### config.mk
export PLATFORM = sky130hd
export DESIGN_NAME = var_shift_reg_flat
export DESIGN_NICKNAME = d
export VERILOG_FILES = /design/src/rtl/var_shift_reg_if.sv /design/src/rtl/var_shift_reg.sv /design/src/flat_wrapper.sv
export SDC_FILE = /design/constraint.sdc
export NUM_CORES = 1
export LEC_CHECK = 0
export ABC_CLOCK_PERIOD_IN_PS = 1700
export BUFFER_PORTS_ARGS = -buffer_cell sky130_fd_sc_hd__buf_2
export CORE_UTILIZATION = 48
export DETAILED_ROUTE_END_ITERATION = 12
export PLACE_DENSITY = 0.86
export SLEW_MARGIN = 20
export SYNTH_ARGS = -nofsm -noshare
export SYNTH_HDL_FRONTEND = slang
export SYNTH_SLANG_ARGS = --single-unit
### constraint.sdc
create_clock -name clk -period 1.7 [get_ports clk]
set_input_delay 0.085 -clock clk [delete_from_list [all_inputs] [get_ports clk]]
set_output_delay 0.085 -clock clk [all_outputs]
set_load 0.005 [all_outputs]
### src/rtl/var_shift_reg_if.sv
// var_shift_reg_if: control/data bundle for the serial variable-distance shifter
//   en     start/run request (level), driven by master
//   dir    0 = shift left (toward MSB), 1 = shift right (toward LSB)
//   in     word loaded at start
//   shift  requested shift distance, unsigned
//   q      shift register contents, driven by slave
//   busy   high while shifting
//   done   one-cycle pulse after the final shift
interface var_shift_reg_if #(parameter int WIDTH = 32);
    logic             en;
    logic             dir;
    logic [WIDTH-1:0] in;
    logic [WIDTH-1:0] shift;
    logic [WIDTH-1:0] q;
    logic             busy;
    logic             done;
    modport master (output en, dir, in, shift, input q, busy, done);
    modport slave  (input en, dir, in, shift, output q, busy, done);
endinterface

### src/rtl/var_shift_reg.sv
// var_shift_reg: bit-serial shifter, one bit per clock for min(shift, WIDTH) clocks
//   clk  rising-edge clock
//   clr  asynchronous active-high reset
//   b    var_shift_reg_if.slave (en, dir, in, shift in; q, busy, done out)
module var_shift_reg #(
    parameter int WIDTH = 32,
    parameter int CNT_W = 6
) (
    input logic            clk,
    input logic            clr,
    var_shift_reg_if.slave b
);
    typedef enum logic [1:0] {IDLE, SHIFT, HOLD} state_t;
    state_t           state;
    logic [CNT_W-1:0] cnt;
    logic             dir_r;
    logic [CNT_W-1:0] sat;
    // Distances at or beyond the word width all clear the word, so cap the count there.
    assign sat = (b.shift >= $unsigned(WIDTH)) ? CNT_W'(WIDTH) : b.shift[CNT_W-1:0];
    always_ff @(posedge clk or posedge clr) begin
        if (clr) begin
            state  <= IDLE;
            cnt    <= '0;
            dir_r  <= 1'b0;
            b.q    <= '0;
            b.busy <= 1'b0;
            b.done <= 1'b0;
        end else begin
            b.done <= 1'b0;
            case (state)
                IDLE: if (b.en) begin
                    b.q   <= b.in;
                    dir_r <= b.dir;
                    cnt   <= sat;
                    if (sat == '0) begin
                        state  <= HOLD;
                        b.done <= 1'b1;
                    end else begin
                        state  <= SHIFT;
                        b.busy <= 1'b1;
                    end
                end
                // en low pauses the shift with q and cnt frozen.
                SHIFT: if (b.en) begin
                    b.q <= dir_r ? {1'b0, b.q[WIDTH-1:1]} : {b.q[WIDTH-2:0], 1'b0};
                    cnt <= cnt - CNT_W'(1);
                    if (cnt == CNT_W'(1)) begin
                        state  <= HOLD;
                        b.busy <= 1'b0;
                        b.done <= 1'b1;
                    end
                end
                // A held en must not retrigger; wait for it to drop.
                HOLD: if (!b.en) state <= IDLE;
                default: state <= IDLE;
            endcase
        end
    end
endmodule

### src/flat_wrapper.sv
// flat-port wrapper written by rule: the top's interface ports become plain ports
module var_shift_reg_flat 
#(
    parameter int WIDTH = 32,
    parameter int CNT_W = 6
)
  (clk, clr, b_en, b_dir, b_in, b_shift, b_q, b_busy, b_done);
  var_shift_reg_if #(.WIDTH(WIDTH)) b_i ();
  input logic clk;
  input logic clr;
  input wire logic [$bits(b_i.en)-1:0] b_en;
  input wire logic [$bits(b_i.dir)-1:0] b_dir;
  input wire logic [$bits(b_i.in)-1:0] b_in;
  input wire logic [$bits(b_i.shift)-1:0] b_shift;
  output wire logic [$bits(b_i.q)-1:0] b_q;
  output wire logic [$bits(b_i.busy)-1:0] b_busy;
  output wire logic [$bits(b_i.done)-1:0] b_done;
  assign b_i.en = b_en;
  assign b_i.dir = b_dir;
  assign b_i.in = b_in;
  assign b_i.shift = b_shift;
  assign b_q = b_i.q;
  assign b_busy = b_i.busy;
  assign b_done = b_i.done;
  var_shift_reg #(.WIDTH(WIDTH), .CNT_W(CNT_W)) u_core (.clk(clk), .clr(clr), .b(b_i));
endmodule
==> metrics <==
status finished, final reports clean; Num CTS Buffers 5; # setup viols final 0; FF-to-FF setup slack about 190 ps; Critical Path Start u_core.cnt[3]; global placement routability congestion approximately 0.8; Reg clk slew, reported paths roughly 80 ps; CP max FO 5; worst slew pin tran ~530 ps; post_cts resized 0; CP Launch Type flop; Int Pwr ~3.2 mW; minimum clock period 1510 ps; Compound-Gate Fraction of Synth Area between 10% and 20%; I/O pins about 100; setup repair after global routing missed its margin no; Core Area ~4800 um^2; Wirelength per Cell ~14 um; Setup crit end kind flop; synth warn 0; Inserted Diodes 0; Seq/Total Area, Yosys 43.4%; initial antenna violation count 0; mux cell area share after synthesis between 10% and 20%; post-layout util roughly two thirds; FF+latch count, synth between 40 and 50; Clock Sinks 43; # rows 25; Fin Clk Skew ~7.3 ps; clk root buf clkbuf_8; share of cells above drive strength 1 between 30 and 40%; share of power burned in registers a little under two fifths; effective utilization at floorplan about half; Synth Area in XOR/XNOR 0%; first-pass GRT wire length 9.73 mm; Nets about 450; finished layout cell area 3200 um^2; syn avg cell area just under 9 um^2; CTS max path bufs 2; CP required between 1500 and 2000 ps; worst hold path class input pin to flop; vias per cell approximately 5.4; FILL cells a little under 400; Die Y 73.9 um; H-tree depth 2; NetSw 2.15 mW; Critical Path End u_core.state[1]; fin. max-slew vios 0; post-layout power ~5.3 mW; Die Wd around 74 um; via count approximately 2,400; Adder-Cell Fraction of Synth Area 1.01%; vias in the first global route around 2,200; commonest non-fill, non-tap cells in the layout buf_2, nand2_1, o21ai_0; Power Density around 1700 nW/um^2; grt ovf 0; Clk pwr share roughly 14%; die area between 5000 and 6000 um^2; max-cap violations 0; cells after synthesis ~280; crit path kind flop to flop; fin crit share ~90%; leakage around 1.7 nW; relative slew slack between 60% and 70%; setup TNS 0 ps; Peak VDD IR around 870 uV; Netlist Area Pre-Place about 2500 um^2; detailed placement HPWL approximately 4.7 mm; synthesis-to-layout area growth 29.0%; R2R cell count 4; drt drc 0; Post-CTS Setup Repair Bufs 0; Combinational Power Share 49.2%; final wirelength about 6.2 mm; Post-Synth Simple-Gate Area about a fifth; final antenna-violating net count 0; commonest non-fill, non-tap cell in the layout buf_2; Reg-to-Reg End u_core.state[1]; Final Hold Fails 0; TritonCTS clock tree built; largest family of logic cells by synthesized area simple AND/OR/NAND/NOR gates; Syn Nets roughly 350; largest net degree at the start of global routing 37; total track usage around 23%; 1st-iter DRT viols 147; Critical Path AT between 1500 and 2000 ps; top achievable clock speed between 0.6 and 0.7 GHz; RR Startpoint u_core.cnt[3]; drt first pass iters 4; DP Area about 3000 um^2; Skew-Pair Late Insertion Delay slightly below 300 ps; Switching Share between 40% and 50%; Netlist cell types 34; IO Port Bufs just over 100
sequential cells by signal, indices dropped and copies added (netlist names):
register,count
u_core.state,2
u_core.dir_r,1
u_core.b.q,32
u_core.cnt,6
u_core.b.done,1
u_core.b.busy,1
power groups by stage:
stage	clock network, mW	registers [mW]	logic (mW)
final	0.752	1.96	2.63
after global routing	0.801	2.01	2.98
after CTS	0.767	1.94	2.64
after detailed placement	0	1.96	2.63
after global placement	0	1.93	2.51
after floorplan	0	1.88	1.76
per-layer routing:
layer / track usage [%] / routed length [um] / up-vias / share of wire (%)
met3: 4.39 / 334 / 13 / 5.4
met1: 28.4 / 2680 / 1129 / 43
met5: 0 / 0 / - / 0
li1: - / - / 1197 / -
met4: 7.26 / 93 / 0 / 1.5
met2: 40.9 / 3080 / 99 / 50
worst max-delay path, stage by stage (launching register included):
cell and delay [ps]:
dfrtp_1 430, nor3_1 370, nand3b_1 200, o21ai_0 260
a22o_1 190
cell type report:
| cell class | count | area, um^2 | area share, % |
|---|---|---|---|
| Sequential cell | 43 | 1080 | 33.7 |
| Clock buffer | 6 | 72.6 | 2.27 |
| Clock inverter | 1 | 30.0 | 0.939 |
| Multi-Input combinational cell | 216 | 1300 | 40.7 |
| Timing Repair Buffer | 114 | 618 | 19.3 |
| Tap cell | 67 | 83.8 | 2.62 |
| Inverter | 4 | 15.0 | 0.469 |
metrics by stage:
| stage | worst slack (ps) | hold slack, ps | std cells |
|---|---|---|---|
| global placement | 299 | 111 | 443 |
| global route | 115 | 40.9 | 451 |
| detailed placement | 236 | 123 | 443 |
| CTS | 226 | 30.7 | 451 |
| floorplan | 335 | 225 | 283 |
| finish | 194 | 37.1 | 451 |
logic make-up after synthesis:
family | after synthesis
AND/OR/NAND/NOR | 101
AO/OA/AOI/OAI | 82
flip-flops | 43
multiplexers | 31
buffers and inverters | 24
adder cells (fa/ha/maj) | 2
worst min-delay path by stage:
stage,startpoint,to,cells after the start
2_1_floorplan,b_en,u_core.state[1],1
3_3_place_gp,clr,u_core.b.q[1],2
3_5_place_dp,clr,u_core.b.done,2
4_1_cts,b_shift[4],u_core.cnt[4],2
5_1_grt,b_shift[4],u_core.cnt[4],2
6_report,b_shift[4],u_core.cnt[4],2
synthesized netlist by cell type:
cell	instances	area share, %
o211ai_1	1	0.30
a41o_1	1	0.40
a22o_1	1	0.35
nand3b_1	1	0.30
nor2_1	14	2.1
nand2b_1	3	0.76
a22oi_1	1	0.30
buf_2	11	2.2
nor4_1	2	0.50
nand2_1	59	8.9
mux2_2	1	0.45
or4_1	1	0.30
o21a_1	1	0.30
and3_1	1	0.25
a21oi_1	14	2.8
inv_1	4	0.61
ha_1	2	1.0
nor3b_1	3	0.91
a21o_1	1	0.30
nor4_4	2	1.7
nor3_4	1	0.66
nand4_1	1	0.25
nand4_2	1	0.50
o21ai_0	58	12
clkbuf_1	7	1.1
mux2i_1	30	12
a221o_1	4	1.6
dfrtp_1	43	43
nor3_1	4	0.81
nor4_2	3	1.5
nand3_1	1	0.20
nor2b_1	2	0.50
buf_1	2	0.30
or3_1	2	0.50
what timing repair did:
action | CTS | global route
hold endpoints to repair | 19 | 0
hold buffers | 1 | 0
setup endpoints to repair | 0 | 0
No activity file was read; power rests on OpenSTA's default activity.
